**config.mk**
```make
export PLATFORM = sky130hd
export DESIGN_NAME = gemm_issue_ctrl
export DESIGN_NICKNAME = d
export VERILOG_FILES = /design/src/rtl/datapath_pkg.sv /design/src/rtl/tag_wakeup.sv /design/src/rtl/gemm_issue_ctrl.sv
export SDC_FILE = /design/constraint.sdc
export NUM_CORES = 1
export LEC_CHECK = 0
export CAP_MARGIN = 25
export CORE_MARGIN = 1
export CORE_UTILIZATION = 42
export CTS_BUF_LIST = sky130_fd_sc_hd__clkbuf_2
export CTS_CLUSTER_SIZE = 10
export DETAILED_ROUTE_END_ITERATION = 12
export GPL_ROUTABILITY_DRIVEN = 0
export HOLD_SLACK_MARGIN = 0.02
export PLACE_DENSITY = 0.78
export SLEW_MARGIN = 20
export SYNTH_ARGS = -nofsm -noshare
export SYNTH_HDL_FRONTEND = slang
export SYNTH_HIERARCHICAL = 1
export SYNTH_SLANG_ARGS = --single-unit
```
**constraint.sdc**
```tcl
create_clock -name CLK -period 2.1 [get_ports CLK]
set_input_delay 0.42 -clock CLK [delete_from_list [all_inputs] [get_ports CLK]]
set_output_delay 0.42 -clock CLK [all_outputs]
set_load 0.03 [all_outputs]
```
**src/rtl/datapath_pkg.sv**
```systemverilog
// rtl/datapath_pkg.sv - shared types and widths for the tensor-core scoreboard datapath
package datapath_pkg;

    localparam int TAG_W = 2;
    localparam int REG_W = 4;

    typedef enum logic [2:0] {
        ST_IDLE,
        ST_WAIT,
        ST_ISSUE,
        ST_EXEC,
        ST_DRAIN
    } gemm_iss_state_t;

    typedef struct packed {
        logic [REG_W-1:0] rd;
        logic [REG_W-1:0] rs1;
        logic [REG_W-1:0] rs2;
        logic [REG_W-1:0] rs3;
        logic             spec;
    } gemm_op_t;

endpackage

```
**src/rtl/tag_wakeup.sv**
```systemverilog
// rtl/tag_wakeup.sv - clears producer tags matching a writeback broadcast
module tag_wakeup
    import datapath_pkg::*;
(
    input  logic [TAG_W-1:0] i_t1,
    input  logic [TAG_W-1:0] i_t2,
    input  logic [TAG_W-1:0] i_t3,
    input  logic             i_wb_valid,
    input  logic [TAG_W-1:0] i_wb_tag,
    output logic [TAG_W-1:0] o_t1,
    output logic [TAG_W-1:0] o_t2,
    output logic [TAG_W-1:0] o_t3,
    output logic             o_all_ready
);

    logic w_bcast;

    // Tag 0 means "already ready", so a broadcast of 0 must never match.
    assign w_bcast     = i_wb_valid && (i_wb_tag != '0);
    assign o_t1        = (w_bcast && (i_t1 == i_wb_tag)) ? '0 : i_t1;
    assign o_t2        = (w_bcast && (i_t2 == i_wb_tag)) ? '0 : i_t2;
    assign o_t3        = (w_bcast && (i_t3 == i_wb_tag)) ? '0 : i_t3;
    assign o_all_ready = ~|{o_t1, o_t2, o_t3};

endmodule

```
**src/rtl/gemm_issue_ctrl.sv**
```systemverilog
// rtl/gemm_issue_ctrl.sv - issue-side reader of the GEMM functional-unit status entry
module gemm_issue_ctrl
    import datapath_pkg::*;
#(
    parameter int CNT_W = 16
) (
    input  logic             CLK,
    input  logic             nRST,
    input  logic             fust_busy,
    input  logic [REG_W-1:0] fust_rd,
    input  logic [REG_W-1:0] fust_rs1,
    input  logic [REG_W-1:0] fust_rs2,
    input  logic [REG_W-1:0] fust_rs3,
    input  logic             fust_spec,
    input  logic [TAG_W-1:0] fust_t1,
    input  logic [TAG_W-1:0] fust_t2,
    input  logic [TAG_W-1:0] fust_t3,
    input  logic             wb_valid,
    input  logic [TAG_W-1:0] wb_tag,
    input  logic             flush,
    output logic [TAG_W-1:0] t1_nxt,
    output logic [TAG_W-1:0] t2_nxt,
    output logic [TAG_W-1:0] t3_nxt,
    output logic             issue_valid,
    input  logic             issue_ready,
    output logic [REG_W-1:0] issue_rd,
    output logic [REG_W-1:0] issue_rs1,
    output logic [REG_W-1:0] issue_rs2,
    output logic [REG_W-1:0] issue_rs3,
    input  logic             gemm_done,
    output logic             done_valid,
    output logic [REG_W-1:0] done_rd,
    output logic             busy_clr,
    output logic [CNT_W-1:0] stall_cnt
);

    gemm_iss_state_t  r_state, w_state_nxt;
    gemm_op_t         r_op;
    logic [TAG_W-1:0] r_t1, r_t2, r_t3;
    logic [TAG_W-1:0] w_t1, w_t2, w_t3;
    logic             w_all_ready;
    logic             w_capture;
    logic             w_kill;
    logic             w_tracking;
    logic [CNT_W-1:0] r_stall_cnt;

    tag_wakeup u_tag_wakeup (
        .i_t1        (r_t1),
        .i_t2        (r_t2),
        .i_t3        (r_t3),
        .i_wb_valid  (wb_valid),
        .i_wb_tag    (wb_tag),
        .o_t1        (w_t1),
        .o_t2        (w_t2),
        .o_t3        (w_t3),
        .o_all_ready (w_all_ready)
    );

    assign w_capture  = (r_state == ST_IDLE) && fust_busy && !(flush && fust_spec);
    assign w_kill     = flush && r_op.spec;
    assign w_tracking = (r_state == ST_WAIT) || (r_state == ST_ISSUE);

    always_comb begin
        w_state_nxt = r_state;
        case (r_state)
            ST_IDLE:  if (w_capture) w_state_nxt = ST_WAIT;
            ST_WAIT: begin
                if (w_kill)           w_state_nxt = ST_IDLE;
                else if (w_all_ready) w_state_nxt = ST_ISSUE;
            end
            // A handshake that lands in the flush cycle is already in flight; drain it.
            ST_ISSUE: begin
                if (issue_ready)  w_state_nxt = w_kill ? ST_DRAIN : ST_EXEC;
                else if (w_kill)  w_state_nxt = ST_IDLE;
            end
            ST_EXEC: begin
                if (gemm_done)    w_state_nxt = ST_IDLE;
                else if (w_kill)  w_state_nxt = ST_DRAIN;
            end
            ST_DRAIN: if (gemm_done) w_state_nxt = ST_IDLE;
            default:  w_state_nxt = ST_IDLE;
        endcase
    end

    always_ff @(posedge CLK or negedge nRST) begin
        if (!nRST) begin
            r_state     <= ST_IDLE;
            r_op        <= '0;
            r_t1        <= '0;
            r_t2        <= '0;
            r_t3        <= '0;
            r_stall_cnt <= '0;
        end else begin
            r_state <= w_state_nxt;
            if (w_capture) begin
                r_op <= '{rd: fust_rd, rs1: fust_rs1, rs2: fust_rs2, rs3: fust_rs3, spec: fust_spec};
                r_t1 <= fust_t1;
                r_t2 <= fust_t2;
                r_t3 <= fust_t3;
            end else if (w_tracking) begin
                r_t1 <= w_t1;
                r_t2 <= w_t2;
                r_t3 <= w_t3;
            end
            if ((r_state == ST_WAIT) && (r_stall_cnt != '1))
                r_stall_cnt <= r_stall_cnt + 1'b1;
        end
    end

    assign t1_nxt      = w_tracking ? w_t1 : '0;
    assign t2_nxt      = w_tracking ? w_t2 : '0;
    assign t3_nxt      = w_tracking ? w_t3 : '0;
    assign issue_valid = (r_state == ST_ISSUE);
    assign issue_rd    = issue_valid ? r_op.rd  : '0;
    assign issue_rs1   = issue_valid ? r_op.rs1 : '0;
    assign issue_rs2   = issue_valid ? r_op.rs2 : '0;
    assign issue_rs3   = issue_valid ? r_op.rs3 : '0;
    assign done_valid  = (r_state == ST_EXEC) && gemm_done;
    assign done_rd     = done_valid ? r_op.rd : '0;
    assign busy_clr    = done_valid;
    assign stall_cnt   = r_stall_cnt;

endmodule

```
# After elaboration in Yosys (flattened, before gate mapping)
# Cells that the tools add are included.
dict set report word_totals {
  reg_bits 42
  in_bits 32
  out_inout_bits 45
  word_cells 68
}
dict set report classes {
  add_sub_neg 1
  n_eq_ne 13
  mux 27
  reduce_logical 17
}
# op n
set ops {}
lappend ops {{3-bit 2-to-1 mux} 9}
lappend ops {{2-bit 2-to-1 mux} 12}
lappend ops {{4-bit 2-to-1 mux} 5}
lappend ops {{16-bit by 1-bit adder with 16-bit output (second input constant)} 1}
lappend ops {{16-bit inequality test (second input constant)} 1}
lappend ops {{3-bit one-hot mux with 5 select lines} 1}
lappend ops {{1-bit logical AND} 10}
lappend ops {{2-bit == test} 3}
lappend ops {{3-bit by 2-bit == test with 1-bit output (second input constant)} 2}
lappend ops {{3-bit inequality test (second input constant)} 2}
lappend ops {{6-bit OR reduction} 1}
lappend ops {{5-bit AND reduction} 1}
lappend ops {{2-bit inequality test (second input constant)} 2}
lappend ops {{2-bit nonzero test} 2}
lappend ops {{3-bit by 1-bit == test with 1-bit output (second input constant)} 1}
lappend ops {{3-bit == test (second input constant)} 1}
lappend ops {{3-bit logical NOT} 1}
lappend ops {{3-bit by 1-bit inequality test with 1-bit output (second input constant)} 1}
lappend ops {{1-bit logical NOT} 1}
lappend ops {{1-bit logical OR} 1}

# Depth between registers and ports, before layout
dict set report logic_depth {
  word_depth 8
  mapped_depth 8
  ltp_nobuf 7
}

# By module
# Netlist, hierarchy kept.
# mod n_inst cells_each area_per_inst_um2 seq_area_each_um2
set by_module_without_submodules {}
lappend by_module_without_submodules {gemm_issue_ctrl 1 179 2033.2 1051.0}
lappend by_module_without_submodules {tag_wakeup 1 23 173.9 0.0}

# Worst setup path after synthesis
# Ideal clock, no wire load.
dict set report synth_path {
  path_kind {register to output}
  startpoint {register r_state[1]}
  endpoint {output issue_rs1[0]}
  arrival_ns 1.949
  t_required_ns 1.680
  path_slack_ns -0.269
  path_stages_with_launch 5
  cell_sequence {dfrtp_1 > clkbuf_1 > nor3b_1 > clkbuf_1 > and2_1}
}
dict set report synth_between {
  elab_chain_cells 2
}
# item line_no
set synth_rtl {}
lappend synth_rtl {{from (decl)} gemm_issue_ctrl.sv:37} ;# gemm_iss_state_t r_state, w_state_nxt;
lappend synth_rtl {{from (signal assigned)} gemm_issue_ctrl.sv:94} ;# r_state <= w_state_nxt;
lappend synth_rtl {{3-bit by 2-bit == test with 1-bit output} gemm_issue_ctrl.sv:113} ;# assign issue_valid = (r_state == ST_ISSUE);
lappend synth_rtl {{net issue_valid} gemm_issue_ctrl.sv:24} ;# output logic issue_valid,
lappend synth_rtl {{4-bit 2-to-1 mux} gemm_issue_ctrl.sv:115} ;# assign issue_rs1 = issue_valid ? r_op.rs1 : '0;
lappend synth_rtl {{to (decl)} gemm_issue_ctrl.sv:27} ;# output logic [REG_W-1:0] issue_rs1,
# The timed path passes the listed nets, and every way through them passes these cells.

# Worst setup path after layout
dict set report layout_path {
  startpoint {register r_state[2]}
  endpoint {register r_op[8] (netlist bit)}
}
dict set report layout_between {
  elab_chain_cells 3
}
# item line_no
set layout_rtl {}
lappend layout_rtl {{3-bit logical NOT} gemm_issue_ctrl.sv:59} ;# assign w_capture = (r_state == ST_IDLE) && fust_busy && !(flush && fust_spec);
lappend layout_rtl {{1-bit logical AND (2 in a row)} gemm_issue_ctrl.sv:59}
lappend layout_rtl {{to (signal assigned)} gemm_issue_ctrl.sv:96} ;# r_op <= '{rd: fust_rd, rs1: fust_rs1, rs2: fust_rs2, rs3: fust_rs3, spec: fust_spec};
lappend layout_rtl {{to (decl)} gemm_issue_ctrl.sv:38} ;# gemm_op_t r_op;
# Every way passes these cells.
# A chain may end at the register's enable or synchronous reset.

==> flow_summary_export.csv <==
group,metric,value,unit
placement,dp_hpwl,3.87,mm
clock_tree,cts_buffer_depth,2,
yosys,yosys_warnings,6,
floorplan,die-height,74.5,um
drt,detailedRoute.firstIterationViolations,138,
final_layout,areaGrowthSynthToFinish,57.6,%
timing,postLayoutSetupSlackWorst,-0.0535,ns
timing,finClkSkew,0.0210,ns
clock_tree,clock_tree.htree_level_count,2,
global_route,globalRouteTotalUtil,21.8,%
floorplan,core,5070,sq um
drt,drc,0,
critical_path,cp_data_required_time,2.41,ns
critical_path,critical_path.reg2reg.endpoint,"r_op[8]",
final_layout,finalNetCount,338,
drt,vias_per_cell,5.11,
timing,rsz_0062_raised_after_global_routing,"yes",
final_layout,util_after_layout,68.5,%
drt,wirelength,5.66,mm
final_layout,num-fill-cells,411,
timing,max_freq,464,MHz
drt,met2_wire_length,2.83,mm
floorplan,design.die.area,5550,sq um
final_layout,multi_input_area,1230,sq um
clock_tree,numCtsBuffers,5,
critical_path,crit_path_start,"r_state[2]",
critical_path,critPathKind,"reg -> reg",
power_and_ir_drop,leakagePower,1.58,nW
placement,place_inst,354,
timing,worst_slew_pin_slew,0.586,ns
drt,topRoutingLayerUsed,"met4",
clock_tree,tritoncts,"done",
timing,report.final.setup_viol,39,
global_route,antenna_found_initial,0,
timing,period_needed,2.15,ns
clock_tree,clock_slew_at_the_register_clock_pins_of_the_worst_setup_and_hold_paths,0.21,ns
final_layout,post_route_cells_drive_above_1_share,40.8,%
floorplan,number_of_cell_rows,26,
yosys,ys.flop_type,"sky130_fd_sc_hd__dfrtp_1",
final_layout,final_std_cells_w_o_fill,376,
clock_tree,worstSkewPairLatency,0.39,ns
placement,placed_cell_area,3060,sq um
global_route,wire_length_of_the_first_global_routing_pass,9.16,mm
timing,timing_hold_violations_final,0,
power_and_ir_drop,share_clk_of_total_power,8.8,%
floorplan,boundaryPins,77,
hold_path,min_path_type,"in -> async",
critical_path,worstReg2RegStart,"r_state[2]",
power_and_ir_drop,p_int,2.27,mW
status,status,"complete, but fails checks",
drt,wl_met3,264,um
yosys,synth_cells,202,
critical_path,rr_worst_depth,5,
final_layout,commonest_cells_after_routing_fill_and_taps_aside,"sky130_fd_sc_hd__clkdlybuf4s50_1 (42), sky130_fd_sc_hd__dfrtp_1 (42), sky130_fd_sc_hd__buf_6 (38)",
final_layout,register_area,1050,sq um
yosys,synth_enable_flop_cells,0,
power_and_ir_drop,worst_ir_drop_vdd,567,uV
power_and_ir_drop,pwr-share-comb,54.5,%
yosys,yosysSeqAreaShare,47.6,%
global_route,grt_start_max_net_pins,24,
critical_path,worst_setup_path_start_kind,"flop",
drt,wl_met1,2.50,mm
clock_tree,ctsRootBufferMaster,"sky130_fd_sc_hd__clkbuf_2",
final_layout,final_design_area_no_fill,3480,sq um
yosys,syn_area_per_cell,10.9,sq um
timing,max-slew-margin-rel,60.7,%
timing,finalHoldWorstSlack,0.489,ns
yosys,synth-seq-cells,42,
critical_path,reg2reg_setup_slack,-0.05,ns
yosys,synth.lib_cells_used.distinct,41,
timing,final_critical_path_share_of_the_clock_period,103,%
placement,numPortBuffers,76,
power_and_ir_drop,switchingPower,1.54,mW
drt,via_count,1920,
power_and_ir_drop,power.share.switching,40.4,%
critical_path,arrival_time_of_the_worst_setup_path,2.46,ns
drt,postRouteAntennaNets,0,
final_layout,antenna_cells_inserted,0,
status,violations,"negative setup slack",
global_route,gr-total-overflow,0,
timing,final_number_of_max_transition_violations,0,
yosys,netlist_area,2210,sq um
flow_run,maxCapViolations,0,
drt,detail_route.wl_per_cell,15.0,um
critical_path,worstSetupEndpointType,"flop",
drt,drt_first_pass_iters,4,
power_and_ir_drop,sequentialPowerShare,36.7,%
floorplan,initial_utilization,43.5,%
global_route,grt_pass1_vias,1894,
yosys,postSynthNetCount,235,
power_and_ir_drop,power_per_cell_area,1090,nW/um^2
critical_path,critPathMaxFanout,8,
clock_tree,cts.sink_count,42,
floorplan,die_width,74.5,um
yosys,synth_async_sr_flop_share,100,%
[layout make-up]
class	count	area share [%]
multi-input cells	149	35.3
repair buffers	106	30.7
flip-flops and latches	42	30.2
well taps	70	2.52
clock buffers	5	0.719
clock inverters	3	0.468
inverters	1	0.108
[logic make-up after synthesis]
group | count (synthesis) | synth area share (%)
DFF | 42 | 47.6
adders and majority gates | 1 | 0.567
and+or+nand+nor | 85 | 22.6
AOI/OAI and AO/OA | 26 | 9.07
muxes | 18 | 9.18
buffers and inverters | 11 | 3.40
xor gates and xnor gates | 19 | 7.54
[per-layer routing]
metal,up-vias,track usage (%)
li1,927,-
met1,941,28.8
met2,45,37.0
met3,7,4.47
met4,0,5.03
met5,-,0
[critical path, cell delays in order, from the launching register on]
cell                      delay [ns]
sky130_fd_sc_hd__dfrtp_1        0.44
sky130_fd_sc_hd__buf_4          0.15
sky130_fd_sc_hd__or4b_2         0.67
sky130_fd_sc_hd__a21oi_4        0.29
sky130_fd_sc_hd__buf_6          0.19
sky130_fd_sc_hd__mux2_2         0.33
[flip-flops by register name, summed over array words and instances (netlist names)]
| signal | flops |
|---|---|
| r_op | 17 |
| stall_cnt | 16 |
| r_state | 3 |
| r_t1 | 2 |
| r_t2 | 2 |
| r_t3 | 2 |
[stage by stage]
stage | total power, mW | worst slack [ns] | TNS [ns]
after floorplan | 2.48 | 0.00293 | 0
after global placement | 3.08 | -0.355 | -7.78
after detailed placement | 3.13 | -0.378 | -8.05
after CTS | 3.73 | -0.0348 | -0.465
after global routing | 4.05 | -0.153 | -4.64
final | 3.80 | -0.0535 | -1.32
[synth_stat cells (2+ instances only)]
cell type	number	area, sq um
sky130_fd_sc_hd__a211oi_1	2	15.0
sky130_fd_sc_hd__o21a_1	5	37.5
sky130_fd_sc_hd__a221o_1	6	60.1
sky130_fd_sc_hd__xor2_1	16	140
sky130_fd_sc_hd__o21ai_0	3	15.0
sky130_fd_sc_hd__a21oi_1	2	10.0
sky130_fd_sc_hd__nand2b_1	2	12.5
sky130_fd_sc_hd__nor4_1	3	18.8
sky130_fd_sc_hd__buf_2	2	10.0
sky130_fd_sc_hd__and2_1	20	125
sky130_fd_sc_hd__xnor2_1	3	26.3
sky130_fd_sc_hd__nand3b_1	2	15.0
sky130_fd_sc_hd__dfrtp_1	42	1050
sky130_fd_sc_hd__nor2_1	9	33.8
sky130_fd_sc_hd__clkbuf_1	2	7.51
sky130_fd_sc_hd__buf_4	2	15.0
sky130_fd_sc_hd__or2_2	2	12.5
sky130_fd_sc_hd__nand2_1	10	37.5
sky130_fd_sc_hd__a31oi_1	2	12.5
sky130_fd_sc_hd__nand4_1	5	31.3
sky130_fd_sc_hd__mux2_2	18	203
sky130_fd_sc_hd__buf_6	3	33.8
sky130_fd_sc_hd__nor3b_1	3	22.5
sky130_fd_sc_hd__nand3_1	8	40.0
sky130_fd_sc_hd__nor2b_1	7	43.8
sky130_fd_sc_hd__nor3_1	8	40.0
[power groups by stage]
| stage | clock (mW) | sequential [mW] | combinational [mW] |
|---|---|---|---|
| final | 0.336 | 1.39 | 2.07 |
| after global routing | 0.383 | 1.44 | 2.22 |
| after CTS | 0.347 | 1.39 | 1.99 |
| after detailed placement | 0 | 1.39 | 1.74 |
| after global placement | 0 | 1.38 | 1.71 |
| after floorplan | 0 | 1.43 | 1.05 |
[worst max-delay path by stage]
stage | to | depth (start not counted) | slack, ns
4_1_cts | issue_rd[0] | 6 | -0.03
5_1_grt | t3_nxt[0] | 6 | -0.15
2_1_floorplan | r_op[10] | 5 | 0.003
3_5_place_dp | r_op[7] | 5 | -0.38
6_report | r_op[8] | 5 | -0.05
3_3_place_gp | r_op[6] | 5 | -0.35
[what timing repair did]
action / CTS / global route
gates cloned: 3 / 1
hold buffers: 1 / 0
pin swaps: 16 / 3
setup buffers: 6 / 3
gates resized for setup: 62 / 22
endpoints found under the setup margin: 26 / 52
hold endpoints to repair: 19 / 0
Note: power is estimated with default switching activity, not from simulation.
